==> src/rtl/keypad_multitap_encoder.sv <==
// Keypad matrix scanner with frame-based debounce and multi-tap letter entry.
// Produces one-cycle commit pulses for the hangman game logic.
module keypad_multitap_encoder #(
    parameter int ROWS            = 4,
    parameter int COLS            = 4,
    parameter int SCAN_CYCLES     = 1000,
    parameter int DEBOUNCE        = 3,
    parameter int TAP_TIMEOUT     = 2000,
    parameter int LETTERS_PER_KEY = 3
) (
    input  logic                         clk,
    input  logic                         rst,
    input  logic [ROWS-1:0]              row_in,
    output logic [COLS-1:0]              col_out,
    output logic                         key_press,
    output logic [$clog2(ROWS*COLS)-1:0] key_index,
    output logic [7:0]                   cur_letter,
    output logic                         cur_valid,
    output logic                         letter_ready,
    output logic [7:0]                   letter_out,
    output logic                         word_submit,
    output logic                         entry_error
);
    localparam int KW          = $clog2(ROWS * COLS);
    localparam int CW          = $clog2(COLS);
    localparam int DW          = (SCAN_CYCLES > 1) ? $clog2(SCAN_CYCLES) : 1;
    localparam int BW          = $clog2(DEBOUNCE + 1);
    localparam int TW          = $clog2(TAP_TIMEOUT + 1);
    localparam int LW          = (LETTERS_PER_KEY > 1) ? $clog2(LETTERS_PER_KEY) : 1;
    localparam int LETTER_KEYS = (ROWS - 1) * COLS;
    localparam int ALPHABET    = 26;

    // Frame result encoding doubles as a saturating closure count.
    localparam logic [1:0] RES_NONE  = 2'd0;
    localparam logic [1:0] RES_KEY   = 2'd1;
    localparam logic [1:0] RES_MULTI = 2'd2;

    typedef enum logic [0:0] {ST_IDLE = 1'b0, ST_PRESSED = 1'b1} state_t;

    // Number of letters owned by letter key k (0 for keys past 'Z').
    function automatic int letters_on_key(input int k);
        int base;
        base = k * LETTERS_PER_KEY;
        if (base >= ALPHABET) begin
            return 32'sd0;
        end else if (ALPHABET - base < LETTERS_PER_KEY) begin
            return ALPHABET - base;
        end else begin
            return LETTERS_PER_KEY;
        end
    endfunction

    logic [ROWS-1:0] row_s1_q, row_s2_q;
    logic [DW-1:0]   dwell_q, dwell_d;
    logic [CW-1:0]   col_idx_q, col_idx_d;
    logic [COLS-1:0] col_out_q, col_out_d;
    logic            last_s, last_p1_q, last_p2_q;
    logic [CW-1:0]   col_p1_q, col_p2_q;
    logic [1:0]      col_hits_s;
    logic [KW-1:0]   col_key_s;
    logic [2:0]      sum_s;
    logic [1:0]      frame_res_s;
    logic [KW-1:0]   frame_key_s;
    logic            frame_end_s;
    logic [1:0]      acc_hits_q, acc_hits_d;
    logic [KW-1:0]   acc_key_q, acc_key_d;
    logic [1:0]      prev_res_q, prev_res_d;
    logic [KW-1:0]   prev_key_q, prev_key_d;
    logic [BW-1:0]   stab_cnt_q, stab_cnt_d, stab_next_s;
    logic            same_s, stable_s;
    state_t          state_q, state_d;
    logic            key_press_q, key_press_d;
    logic [KW-1:0]   key_index_q, key_index_d;
    logic [7:0]      cur_letter_q, cur_letter_d;
    logic            cur_valid_q, cur_valid_d;
    logic [LW-1:0]   tap_idx_q, tap_idx_d;
    logic [KW-1:0]   last_lkey_q, last_lkey_d;
    logic [TW-1:0]   tmo_q, tmo_d;
    logic [7:0]      letter_out_q, letter_out_d;
    logic            letter_ready_q, letter_ready_d;
    logic            word_submit_q, word_submit_d;
    logic            entry_error_q, entry_error_d;
    int              nk_s;
    logic            repeat_s;
    logic [KW-1:0]   ctrl_col_s;

    // Column drive rotation: dwell counter, column index and one-hot drive.
    always_comb begin
        last_s    = (dwell_q == DW'(SCAN_CYCLES - 1));
        dwell_d   = dwell_q;
        col_idx_d = col_idx_q;
        col_out_d = col_out_q;
        if (last_s) begin
            dwell_d   = '0;
            col_out_d = {col_out_q[COLS-2:0], col_out_q[COLS-1]};
            if (col_idx_q == CW'(COLS - 1)) begin
                col_idx_d = '0;
            end else begin
                col_idx_d = col_idx_q + CW'(1);
            end
        end else begin
            dwell_d = dwell_q + DW'(1);
        end
    end

    // Frame accumulation; sample strobe and column are delayed to line up with the synchroniser.
    always_comb begin
        col_hits_s = 2'd0;
        col_key_s  = '0;
        for (int r = 0; r < ROWS; r++) begin
            if (row_s2_q[r] && (col_hits_s == 2'd0)) begin
                col_hits_s = 2'd1;
                col_key_s  = KW'(r * COLS + int'(col_p2_q));
            end else if (row_s2_q[r]) begin
                col_hits_s = RES_MULTI;
            end else begin
                col_hits_s = col_hits_s;
            end
        end
        sum_s       = {1'b0, acc_hits_q} + {1'b0, col_hits_s};
        frame_res_s = (sum_s >= 3'd2) ? RES_MULTI : sum_s[1:0];
        frame_key_s = (acc_hits_q == RES_NONE) ? col_key_s : acc_key_q;
        frame_end_s = last_p2_q && (col_p2_q == CW'(COLS - 1));
        acc_hits_d  = acc_hits_q;
        acc_key_d   = acc_key_q;
        if (frame_end_s) begin
            acc_hits_d = RES_NONE;
            acc_key_d  = '0;
        end else if (last_p2_q) begin
            acc_hits_d = frame_res_s;
            acc_key_d  = frame_key_s;
        end else begin
            acc_hits_d = acc_hits_q;
        end
    end

    // Debounce FSM next state: count identical frames, press/release after DEBOUNCE of them.
    always_comb begin
        same_s      = (frame_res_s == prev_res_q) &&
                      ((frame_res_s != RES_KEY) || (frame_key_s == prev_key_q));
        stab_next_s = same_s ? ((stab_cnt_q == BW'(DEBOUNCE)) ? stab_cnt_q : stab_cnt_q + BW'(1))
                             : BW'(1);
        stable_s    = (stab_next_s == BW'(DEBOUNCE));
        state_d     = state_q;
        prev_res_d  = prev_res_q;
        prev_key_d  = prev_key_q;
        stab_cnt_d  = stab_cnt_q;
        key_press_d = 1'b0;
        key_index_d = key_index_q;
        if (frame_end_s) begin
            prev_res_d = frame_res_s;
            prev_key_d = frame_key_s;
            stab_cnt_d = stab_next_s;
            case (state_q)
                ST_IDLE: begin
                    if ((frame_res_s == RES_KEY) && stable_s) begin
                        state_d     = ST_PRESSED;
                        key_press_d = 1'b1;
                        key_index_d = frame_key_s;
                    end else begin
                        state_d = ST_IDLE;
                    end
                end
                ST_PRESSED: begin
                    if ((frame_res_s == RES_NONE) && stable_s) begin
                        state_d = ST_IDLE;
                    end else begin
                        state_d = ST_PRESSED;
                    end
                end
                default: state_d = ST_IDLE;
            endcase
        end else begin
            state_d = state_q;
        end
    end

    // Multi-tap letter entry and control-key actions, one cycle after key_press.
    always_comb begin
        nk_s           = letters_on_key(int'(key_index_q));
        ctrl_col_s     = key_index_q - KW'(LETTER_KEYS);
        repeat_s       = cur_valid_q && (last_lkey_q == key_index_q) &&
                         (tmo_q < TW'(TAP_TIMEOUT));
        cur_letter_d   = cur_letter_q;
        cur_valid_d    = cur_valid_q;
        tap_idx_d      = tap_idx_q;
        last_lkey_d    = last_lkey_q;
        tmo_d          = (tmo_q == TW'(TAP_TIMEOUT)) ? tmo_q : tmo_q + TW'(1);
        letter_out_d   = letter_out_q;
        letter_ready_d = 1'b0;
        word_submit_d  = 1'b0;
        entry_error_d  = 1'b0;
        if (key_press_q) begin
            tmo_d = '0;
            if (int'(key_index_q) < LETTER_KEYS) begin
                if (nk_s > 0) begin
                    if (repeat_s && (int'(tap_idx_q) + 32'sd1 < nk_s)) begin
                        tap_idx_d = tap_idx_q + LW'(1);
                    end else if (repeat_s) begin
                        tap_idx_d = '0;
                    end else begin
                        tap_idx_d   = '0;
                        cur_valid_d = 1'b1;
                    end
                    last_lkey_d  = key_index_q;
                    cur_letter_d = 8'h41 + 8'(int'(key_index_q) * LETTERS_PER_KEY) + 8'(tap_idx_d);
                end else begin
                    cur_letter_d = cur_letter_q;
                end
            end else begin
                case (ctrl_col_s)
                    KW'(0): begin
                        if (cur_valid_q) begin
                            letter_out_d   = cur_letter_q;
                            letter_ready_d = 1'b1;
                            cur_valid_d    = 1'b0;
                        end else begin
                            entry_error_d = 1'b1;
                        end
                    end
                    KW'(1):  cur_valid_d   = 1'b0;
                    KW'(2):  word_submit_d = 1'b1;
                    default: cur_valid_d   = cur_valid_q;
                endcase
            end
        end else begin
            cur_valid_d = cur_valid_q;
        end
    end

    // State register for synchroniser, scanner, debounce and entry logic.
    always_ff @(posedge clk) begin
        if (rst) begin
            row_s1_q       <= '0;
            row_s2_q       <= '0;
            dwell_q        <= '0;
            col_idx_q      <= '0;
            col_out_q      <= COLS'(1);
            last_p1_q      <= 1'b0;
            last_p2_q      <= 1'b0;
            col_p1_q       <= '0;
            col_p2_q       <= '0;
            acc_hits_q     <= RES_NONE;
            acc_key_q      <= '0;
            prev_res_q     <= RES_NONE;
            prev_key_q     <= '0;
            stab_cnt_q     <= '0;
            state_q        <= ST_IDLE;
            key_press_q    <= 1'b0;
            key_index_q    <= '0;
            cur_letter_q   <= 8'h00;
            cur_valid_q    <= 1'b0;
            tap_idx_q      <= '0;
            last_lkey_q    <= '0;
            tmo_q          <= '0;
            letter_out_q   <= 8'h00;
            letter_ready_q <= 1'b0;
            word_submit_q  <= 1'b0;
            entry_error_q  <= 1'b0;
        end else begin
            row_s1_q       <= row_in;
            row_s2_q       <= row_s1_q;
            dwell_q        <= dwell_d;
            col_idx_q      <= col_idx_d;
            col_out_q      <= col_out_d;
            last_p1_q      <= last_s;
            last_p2_q      <= last_p1_q;
            col_p1_q       <= col_idx_q;
            col_p2_q       <= col_p1_q;
            acc_hits_q     <= acc_hits_d;
            acc_key_q      <= acc_key_d;
            prev_res_q     <= prev_res_d;
            prev_key_q     <= prev_key_d;
            stab_cnt_q     <= stab_cnt_d;
            state_q        <= state_d;
            key_press_q    <= key_press_d;
            key_index_q    <= key_index_d;
            cur_letter_q   <= cur_letter_d;
            cur_valid_q    <= cur_valid_d;
            tap_idx_q      <= tap_idx_d;
            last_lkey_q    <= last_lkey_d;
            tmo_q          <= tmo_d;
            letter_out_q   <= letter_out_d;
            letter_ready_q <= letter_ready_d;
            word_submit_q  <= word_submit_d;
            entry_error_q  <= entry_error_d;
        end
    end

    assign col_out      = col_out_q;
    assign key_press    = key_press_q;
    assign key_index    = key_index_q;
    assign cur_letter   = cur_letter_q;
    assign cur_valid    = cur_valid_q;
    assign letter_ready = letter_ready_q;
    assign letter_out   = letter_out_q;
    assign word_submit  = word_submit_q;
    assign entry_error  = entry_error_q;

endmodule

==> config.mk <==
export PLATFORM = sky130hd
export DESIGN_NAME = keypad_multitap_encoder
export DESIGN_NICKNAME = d
export VERILOG_FILES = /design/src/rtl/keypad_multitap_encoder.sv
export SDC_FILE = /design/constraint.sdc
export NUM_CORES = 1
export LEC_CHECK = 0
export ABC_AREA = 1
export BUFFER_PORTS_ARGS = -buffer_cell sky130_fd_sc_hd__buf_4
export CORE_MARGIN = 10
export CORE_UTILIZATION = 54
export DETAILED_ROUTE_END_ITERATION = 10
export PLACE_DENSITY_LB_ADDON = 0.15
export RECOVER_POWER = 100
export SLEW_MARGIN = 20
export SYNTH_ARGS = -nofsm -noshare
export SYNTH_HDL_FRONTEND = slang
export SYNTH_SLANG_ARGS = --single-unit
==> constraint.sdc <==
create_clock -name clk -period 4.4 [get_ports clk]
set_clock_uncertainty 0.1 [all_clocks]
set_input_delay 0.88 -clock clk [delete_from_list [all_inputs] [get_ports clk]]
set_output_delay 0.88 -clock clk [all_outputs]
set_load 0.05 [all_outputs]
==> results of run 1 <==
[kinds of logic (layout without fill, tap and decap cells)]
| kind of cell | after synthesis | in the layout |
|---|---|---|
| flip-flops | 87 | 87 |
| buffers and inverters | 107 | 171 |
| XOR/XNOR | 9 | 9 |
| AO/OA/AOI/OAI | 86 | 86 |
| AND/OR/NAND/NOR | 241 | 241 |
| adder cells (fa/ha/maj) | 27 | 27 |
[cell usage in the layout (no fill, tap or decap), drive strengths merged, types with 14 or more instances in the layout]
| cell type | synthesis | final |
|---|---|---|
| buf | 3 | 58 |
| nand4 | 14 | 14 |
| o21ai | 28 | 28 |
| inv | 97 | 99 |
| nand2 | 114 | 114 |
| dfxtp | 87 | 87 |
| ha | 24 | 24 |
| nor2 | 66 | 66 |
| a21oi | 41 | 41 |
| nand3 | 20 | 20 |
| nor3 | 14 | 14 |
[tightest hold or removal path: stages (launching register included)]
cell and delay [ns]:
dfxtp_1 0.31, inv_1 0.04, nor2_1 0.03
[routing by layer]
layer  GRT usage  vias to the layer above  share of wire  routed length (µm)
li1            -                     1898              -                   -
met1       0.186                     1683           0.44                4110
met2       0.275                       71           0.49                4540
met3      0.0515                       14          0.057                 527
met4      0.0487                        0          0.013                 123
met5           0                        -              0                   0
[state kept, by name (all words and copies together) (netlist names), 8 cells and up]
register / cells
dwell_q: 10
letter_out: 8
cur_letter: 8
tmo_q: 11
[worst paths after layout]
path | startpoint | end | cells past startpoint
setup / recovery | key_index[1]$_SDFFE_PP0P_ | cur_letter[4]$_SDFFE_PP0P_ | 27
hold / removal | col_p1_q[1]$_SDFF_PP0_ | col_p2_q[1]$_SDFF_PP0_ | 2
setup reg to reg | key_index[1]$_SDFFE_PP0P_ | cur_letter[4]$_SDFFE_PP0P_ | 27
hold reg to reg | col_p1_q[1]$_SDFF_PP0_ | col_p2_q[1]$_SDFF_PP0_ | 2
[cell type report]
| class | instances | area (µm²) |
|---|---|---|
| clock buffer | 9 | 124 |
| multi-input combinational | 363 | 2070 |
| tap | 99 | 124 |
| timing repair buffer | 58 | 443 |
| fill | 603 | 2340 |
| sequential | 87 | 1750 |
| inverter | 97 | 372 |
| clock inverter | 7 | 108 |
[power breakdown]
part / switching, µW / internal, µW
registers: 4.15 / 793
logic: 38.6 / 18.2
clock network: 309 / 332
[repair_timing]
action | CTS | global route
endpoints found under the setup margin | 2 | 5
cloned | 0 | 0
buffers inserted | 13 | 9
resized for setup | 6 | 20
pin swaps | 8 | 24
[stage by stage]
step | setup TNS, ns | util | setup WS [ns] | hold slack, ns | total power (µW)
5_1_grt | -2.12 | 0.681 | -0.533 | 0.323 | 1550
6_report | -0.374 | 0.681 | -0.160 | 0.306 | 1490
4_1_cts | 0 | 0.662 | 0.00223 | 0.301 | 1510
2_1_floorplan | 0 | - | 0.0496 | 0.288 | 857
3_3_place_gp | 0 | 0.615 | 0.117 | 0.289 | 870
3_5_place_dp | -0.0138 | 0.615 | -0.0138 | 0.292 | 872
==> flow_metrics.env, run 1 <==
export IMPL_yosysSeqAreaShare=0.421
export IMPL_gp_congestion=0.918
export IMPL_yosysTopAreaCell="dfxtp_1"
export IMPL_path_common_cell="nand2_1"
export IMPL_synth_top_family_by_area="simple AND/OR/NAND/NOR gates"
export IMPL_cts_buffers=9
export IMPL_r2r_slack_ns=-0.16
export IMPL_worstSetupPathType="register to register"
export IMPL_max_freq_mhz=219
export IMPL_grt_pass1_vias=3464
export IMPL_hold_path_class="register to register"
export IMPL_critPathLaunchType="register"
export IMPL_grt_pass1_wl_um=15500
export IMPL_cpMaxStageDelayCell="fa_2"
export IMPL_postRouteAntennaNets=0
export IMPL_synth_edf_count=0
export IMPL_num_rows=31
export IMPL_final_nets=649
export IMPL_synthDistinctLibCells=36
export IMPL_postLayoutCellArea_mm2=0.00499
export IMPL_worst_ir_drop_vdd_mv=0.231
export IMPL_cts_root_buffer="clkbuf_8"
export IMPL_cp_max_fo=5
export IMPL_cpLargestDelayFamily="adder cells"
export IMPL_wl_um=9300
export IMPL_syn_area_mm2=0.00413
export IMPL_outcome="complete, but fails checks"
export IMPL_leakagePower_uw=0.00223
export IMPL_ys_async_sr_fraction=0
export IMPL_finalHoldViolations=0
export IMPL_drt_initial_drc_count=166
export IMPL_violations="negative setup slack"
export IMPL_synth_common_cells="nand2_1, inv_1, dfxtp_1"
export IMPL_required_ns=4.59
export IMPL_worst_pin_slew_ns=0.823
export IMPL_report_final_slew_viol_count=0
export IMPL_fin_crit_sh=1.04
export IMPL_clock_latency_ns=0.36
export IMPL_cts_sinks=87
export IMPL_hpwl_um=6370
export IMPL_rsz0062_at_grt="yes"
export IMPL_max_clock_path_buffers=2
export IMPL_critPathCaptureType="register"
export IMPL_netlist_top_cells_area="dfxtp_1, nand2_1, inv_1, ha_1, nor2_1"
export IMPL_io_pins=35
export IMPL_stdcell_count=720
export IMPL_num_antenna_cells=0
export IMPL_powerDensity_mw_per_mm2=299
export IMPL_synth_ff_latch_count=87
export IMPL_viasPerCell=5.09
export IMPL_htreeDepth=3
export IMPL_drt_wirelength_per_cell_um=12.9
export IMPL_synth_xor_area_frac=0.0191
export IMPL_syn_inst=557
export IMPL_grt_total_usage=0.160
export IMPL_drive_gt1_frac=0.196
export IMPL_crit_buf_inv=3
export IMPL_syn_area_per_cell_um2=7.42
export IMPL_syn_to_final_growth_pct=20.9
export IMPL_slew_headroom=0.446
export IMPL_synth_fa_ha_area_frac=0.0872
export IMPL_dieArea_mm2=0.0116
export IMPL_slowest_delay_ns=0.52
export IMPL_antenna_found_initial=0
export IMPL_synth_most_common_cell="nand2_1"
export IMPL_ctsHoldBuffers=0
export IMPL_cp_arrival_ns=4.75
export IMPL_grt_overflow_total=0
export IMPL_synth_warnings=0
export IMPL_vias=3666
export IMPL_dr_pass1_iters=4
export IMPL_placed_area_mm2=0.00451
export IMPL_cts_tree="yes"
export IMPL_grt_max_degree=33
export IMPL_die_h_um=107
export IMPL_initial_core_util=0.564
export IMPL_report_final_setup_viol=4
export IMPL_fp_dieW_um=107
export IMPL_synth_compound_area_frac=0.113
export IMPL_fin_crit_ns=4.56
export IMPL_drc=0
export IMPL_dp_cells=685
export IMPL_maxCapViolations=0
export IMPL_port_buffers=34
export IMPL_synth_top_area_share=0.421
export IMPL_setup_slack_ns=-0.160
export IMPL_synthFlopType="dfxtp_1"
export IMPL_cts_clk_slew_worst_paths_ns=0.09
export IMPL_synth_simple_gate_area_share=0.258
export IMPL_core_area_mm2=0.00733
export IMPL_syn_nets=590
export IMPL_synthMuxAreaShare=0
No activity file was read; power rests on OpenSTA's default activity.
==> run 2, diff against run 1 <==
- CTS_CLUSTER_SIZE: not set -> 14
- SETUP_SLACK_MARGIN: not set -> 0.3
==> run 2 against run 1 <==
Effect of this change:
- maximum frequency increased by 4.5%
- first-iteration DRC count decreased by 23%
- critical endpoint is now cur_letter[2]$_SDFFE_PP0P_
- critical path depth decreased by 2
- clock power decreased by 23%
- sequential power about the same
- sequential cell count unchanged
- final area decreased by 1.5%
- the flow now finishes without violations
- die area unchanged
- via count about the same
==> flow_metrics.env, run 2 (synthesis gave the netlist of run 1 again) <==
export IMPL_clock_latency_ns=0.36
export IMPL_required_ns=4.59
export IMPL_multi_input_area_mm2=0.00209
export IMPL_max_clock_path_buffers=2
export IMPL_fin_crit_sh=0.992
export IMPL_p_switching_uw=328
export IMPL_powerDensity_mw_per_mm2=273
export IMPL_dieArea_mm2=0.0116
export IMPL_outcome="finished clean"
export IMPL_hold_path_class="register to register"
export IMPL_p_clk_frac=0.365
export IMPL_htreeDepth=3
export IMPL_num_fill_cells=637
export IMPL_min_from="row_s1_q[3]$_SDFF_PP0_"
export IMPL_cts_tree="yes"
export IMPL_hpwl_um=6410
export IMPL_finalHoldViolations=0
export IMPL_r2r_slack_ns=0.04
export IMPL_report_final_slew_viol_count=0
export IMPL_grt_pass1_vias=3393
export IMPL_largest_reg_flops=11
export IMPL_drive_gt1_frac=0.196
export IMPL_num_antenna_cells=0
export IMPL_fp_dieW_um=107
export IMPL_cpMaxStageDelayCell="fa_2"
export IMPL_maxCapViolations=0
export IMPL_final_common_cell="nand2_1"
export IMPL_cts_buffers=9
export IMPL_cp_arrival_ns=4.56
export IMPL_cp_num_cells=25
export IMPL_cts_root_buffer="clkbuf_8"
export IMPL_place_worst_setup_slack_ns=-0.0368
export IMPL_path_common_cell="nand2_1"
export IMPL_fin_crit_ns=4.36
export IMPL_gp_congestion=0.902
export IMPL_reg_top3="tmo_q: 11 flops, dwell_q: 10 flops"
export IMPL_drc=0
export IMPL_wl_um=9290
export IMPL_switching_share=0.244
export IMPL_drt_initial_drc_count=127
export IMPL_report_power_total_uw=1350
export IMPL_num_rows=31
export IMPL_power_frac_comb=0.042
export IMPL_r2r_start="key_index[1]$_SDFFE_PP0P_"
export IMPL_cts_sinks=87
export IMPL_p_int_uw=1020
export IMPL_hold_depth=2
export IMPL_min_to="row_s2_q[3]$_SDFF_PP0_"
export IMPL_leakagePower_uw=0.00220
export IMPL_rsz0062_at_grt="yes"
export IMPL_report_final_setup_viol=0
export IMPL_crit_buf_inv=4
export IMPL_setup_slack_ns=0.0354
export IMPL_critPathLaunchType="register"
export IMPL_port_buffers=34
export IMPL_most_common_layout_cells="nand2_1, inv_1, dfxtp_1, nor2_1, buf_4"
export IMPL_critPathCaptureType="register"
export IMPL_grt_pass1_wl_um=15400
export IMPL_io_pins=35
export IMPL_worst_ir_drop_vdd_mv=0.146
export IMPL_syn_to_final_growth_pct=19.1
export IMPL_grt_overflow_total=0
export IMPL_worst_pin_slew_ns=0.748
export IMPL_vias=3663
export IMPL_cpLargestDelayFamily="adder cells"
export IMPL_viasPerCell=5.12
export IMPL_worstSetupPathType="register to register"
export IMPL_die_h_um=107
export IMPL_cts_clk_slew_worst_paths_ns=0.08
export IMPL_cp_max_fo=6
export IMPL_seqCellArea_mm2=0.00175
export IMPL_slew_headroom=0.497
export IMPL_r2r_cells=25
export IMPL_p_seq_frac=0.592
export IMPL_grt_total_usage=0.160
export IMPL_setup_tns_ns=0
export IMPL_core_area_mm2=0.00733
export IMPL_final_nets=646
export IMPL_drt_wirelength_per_cell_um=13.0
export IMPL_initial_core_util=0.564
export IMPL_postRouteAntennaNets=0
export IMPL_max_freq_mhz=229
export IMPL_slowest_delay_ns=0.60
export IMPL_grt_max_degree=33
export IMPL_regMostFlops="tmo_q"
export IMPL_r2r_end="cur_letter[2]$_SDFFE_PP0P_"
export IMPL_antenna_found_initial=0
export IMPL_dr_pass1_iters=5
[run 2: layer usage]
layer	vias up	global-route usage	routed length, µm
li1	1886	-	-
met1	1701	0.187	4070
met2	62	0.269	4610
met3	14	0.0479	435
met4	0	0.0611	174
met5	-	0	0
[run 2: area by class of cell]
type / instances / area share
clock inverter: 6 / 0.00941
sequential: 87 / 0.356
clock buffer: 9 / 0.0252
timing repair buffer: 55 / 0.0846
inverter: 97 / 0.0752
multi-input combinational: 363 / 0.424
tap: 99 / 0.0252
[run 2: metrics by stage]
stage                     std cells  hold WS [ns]  instance area [µm²]   util
after floorplan                 557         0.288                 4170      -
after global placement          681         0.289                 4500  0.614
after detailed placement        681         0.296                 4500  0.614
after CTS                       704         0.304                 4780  0.651
after global routing            716         0.333                 4920  0.671
final                           716         0.303                 4920  0.671
[run 2: worst min-delay path, stage by stage (launching register included)]
cell and delay, ns:
dfxtp_1 0.30, inv_1 0.04, nor2_1 0.03
[run 2: worst max-delay path by stage]
| stage | end | slack (ns) | startpoint |
|---|---|---|---|
| 6_report | cur_letter[2]$_SDFFE_PP0P_ | 0.04 | key_index[1]$_SDFFE_PP0P_ |
| 2_1_floorplan | cur_letter[4]$_SDFFE_PP0P_ | 0.19 | key_index[1]$_SDFFE_PP0P_ |
| 5_1_grt | cur_letter[4]$_SDFFE_PP0P_ | -0.24 | key_index[2]$_SDFFE_PP0P_ |
| 3_3_place_gp | cur_letter[4]$_SDFFE_PP0P_ | 0.15 | key_index[1]$_SDFFE_PP0P_ |
| 3_5_place_dp | cur_letter[4]$_SDFFE_PP0P_ | -0.04 | key_index[1]$_SDFFE_PP0P_ |
| 4_1_cts | cur_letter[4]$_SDFFE_PP0P_ | 0.07 | key_index[1]$_SDFFE_PP0P_ |
[run 2: repair_timing]
| action | 4_1_cts | 5_1_grt |
|---|---|---|
| resized for setup | 7 | 16 |
| setup endpoints to repair | 4 | 6 |
| hold buffers | 0 | 0 |
| setup buffers | 8 | 12 |
| pin swaps | 12 | 9 |
[run 2: power groups by stage]
stage | clock network [µW] | registers (µW) | logic (µW)
after floorplan | 0 | 814 | 42.4
after CTS | 510 | 797 | 57.1
after detailed placement | 0 | 815 | 56.9
final | 491 | 797 | 57.1
after global placement | 0 | 815 | 55.0
after global routing | 544 | 798 | 65.4
==> run 3, diff against run 2 <==
- CORE_UTILIZATION: 54 -> 64
- clock period: 4.4 -> 5.4 ns (I/O delays scaled with it)
==> run 3 against run 2 <==
Effect of this change:
- sequential power fell by 18%
- setup slack improved by 0.44 ns
- maximum frequency fell by 11%
- largest power group unchanged
- largest cell class unchanged
- clock power fell by 4.1%
==> flow_metrics.env, run 3 (synthesis gave the netlist of run 1 again) <==
export IMPL_rsz0062_at_grt="no"
export IMPL_core_area_mm2=0.00631
export IMPL_viasPerCell=5.29
export IMPL_die_h_um=100
export IMPL_ctsHoldBuffers=0
export IMPL_clock_latency_ns=0.36
export IMPL_most_common_layout_cells="nand2_1, inv_1, dfxtp_1, nor2_1, a21oi_1"
export IMPL_regMostFlops="tmo_q"
export IMPL_reg_top3="tmo_q: 11 flops, dwell_q: 10 flops"
export IMPL_placed_area_mm2=0.00443
export IMPL_hold_path_class="register to register"
export IMPL_cts_buffers=9
export IMPL_place_worst_setup_slack_ns=0.549
export IMPL_leakagePower_uw=0.00198
export IMPL_required_ns=5.58
export IMPL_fin_crit_ns=4.93
export IMPL_r2r_cells=28
export IMPL_port_buffers=34
export IMPL_worstSetupPathType="register to register"
export IMPL_worst_ir_drop_vdd_mv=0.222
export IMPL_num_fill_cells=529
export IMPL_critPathLaunch="key_index[0]$_SDFFE_PP0P_"
export IMPL_r2r_start="key_index[0]$_SDFFE_PP0P_"
export IMPL_htreeDepth=3
export IMPL_stdcell_count=674
export IMPL_cts_root_buffer="clkbuf_8"
export IMPL_fin_crit_sh=0.913
export IMPL_grt_total_usage=0.179
export IMPL_r2r_slack_ns=0.47
export IMPL_setup_tns_ns=0
export IMPL_grt_pass1_vias=3405
export IMPL_wl_met3_um=457
export IMPL_syn_to_final_growth_pct=8.93
export IMPL_max_freq_mhz=203
export IMPL_worstSetupEndpoint="cur_letter[4]$_SDFFE_PP0P_"
export IMPL_critPathCaptureType="register"
export IMPL_max_clock_path_buffers=2
export IMPL_dr_pass1_iters=4
export IMPL_cp_num_cells=28
export IMPL_path_common_cell="nand2_1"
export IMPL_cpMaxStageDelayCell="fa_1"
export IMPL_setup_slack_ns=0.471
export IMPL_wl_um=8660
export IMPL_slowest_delay_ns=0.56
export IMPL_drt_wirelength_per_cell_um=12.9
export IMPL_crit_buf_inv=3
export IMPL_final_common_cell="nand2_1"
export IMPL_dp_cells=658
export IMPL_postRouteAntennaNets=0
export IMPL_postLayoutCellArea_mm2=0.00450
export IMPL_num_rows=29
export IMPL_wl_met1_um=3740
export IMPL_vias=3568
export IMPL_slew_headroom=0.0595
export IMPL_cts_sinks=87
export IMPL_cp_arrival_ns=5.11
export IMPL_highest_layer="met4"
export IMPL_cts_tree="yes"
export IMPL_final_nets=625
export IMPL_report_final_slew_viol_count=0
export IMPL_antenna_found_initial=0
export IMPL_fp_dieW_um=100
export IMPL_worst_pin_slew_ns=1.41
export IMPL_r2r_end="cur_letter[4]$_SDFFE_PP0P_"
export IMPL_drt_initial_drc_count=127
export IMPL_grt_max_degree=33
export IMPL_cp_max_fo=9
export IMPL_powerDensity_mw_per_mm2=259
export IMPL_initial_core_util=0.655
export IMPL_dieArea_mm2=0.0101
export IMPL_outcome="finished clean"
export IMPL_grt_pass1_wl_um=15000
export IMPL_critPathLaunchType="register"
export IMPL_io_pins=35
export IMPL_cts_clk_slew_worst_paths_ns=0.09
export IMPL_hpwl_um=6420
export IMPL_drc=0
export IMPL_drive_gt1_frac=0.0637
export IMPL_report_final_setup_viol=0
export IMPL_largest_reg_flops=11
export IMPL_whs_ns=0.301
export IMPL_grt_overflow_total=0
export IMPL_gp_congestion=0.910
export IMPL_num_antenna_cells=0
export IMPL_cpLargestDelayFamily="adder cells"
export IMPL_maxCapViolations=0
export IMPL_finalHoldViolations=0
export IMPL_route_met2_wl_um=4290
==> run 3: cell types whose count changed in the layout (fill, tap and decap cells not counted), moves of 5 or more <==
cell	before	now
inv_1	89	95
buf_4	54	4
clkbuf_1	0	30
ha_1	17	24
nand2_1	105	110
==> run 3: metrics by stage <==
stage	utilization	power (µW)
6_report	0.713	1170
5_1_grt	0.713	1210
4_1_cts	0.734	1170
3_5_place_dp	0.702	712
3_3_place_gp	0.702	710
2_1_floorplan	-	700
==> run 3: worst register-to-register path, delay by kind of cell, from the launching register on <==
kind | cells | cell delay (ns)
AOI/OAI and AO/OA | 3 | 0.29
xor gates and xnor gates | 1 | 0.13
adders and majority gates | 7 | 2.28
buffers and inverters | 3 | 0.18
DFF | 1 | 0.50
and+or+nand+nor | 14 | 1.40
==> run 3: final cells by class <==
type,instances,area [µm²],share of cell area
clock buffers,9,124,0.0275
clock inverters,7,80.1,0.0178
inverters,97,364,0.0809
multi-input cells,363,1950,0.434
flip-flops and latches,87,1740,0.387
well taps,77,96.3,0.0214
repair buffers,34,143,0.0317
==> run 3: layer usage <==
layer	vias up	global-route usage
met1	1639	0.214
met2	72	0.297
met3	15	0.0474
met5	-	0
li1	1842	-
met4	0	0.0717
==> run 3: timing repair <==
| action | 4_1_cts | 5_1_grt |
|---|---|---|
| resized for setup | 0 | 2 |
| setup buffers | 0 | 0 |
| endpoints found under the setup margin | 0 | 2 |
| hold endpoints to repair | 0 | 0 |
==> run 3: power breakdown <==
part,total (µW),switching (µW),internal (µW)
logic,45.5,31.0,14.5
clock network,471,250,221
registers,651,3.46,647
total,1170,285,883
==> run 3: worst min-delay path by stage <==
stage | depth (start not counted) | endpoint | start
floorplan | 2 | col_p2_q[0]$_SDFF_PP0_ | col_p1_q[0]$_SDFF_PP0_
global placement | 2 | col_p2_q[1]$_SDFF_PP0_ | col_p1_q[1]$_SDFF_PP0_
detailed placement | 2 | last_p2_q$_SDFF_PP0_ | last_p1_q$_SDFF_PP0_
CTS | 2 | row_s2_q[1]$_SDFF_PP0_ | row_s1_q[1]$_SDFF_PP0_
global route | 2 | row_s2_q[3]$_SDFF_PP0_ | row_s1_q[3]$_SDFF_PP0_
finish | 2 | row_s2_q[1]$_SDFF_PP0_ | row_s1_q[1]$_SDFF_PP0_
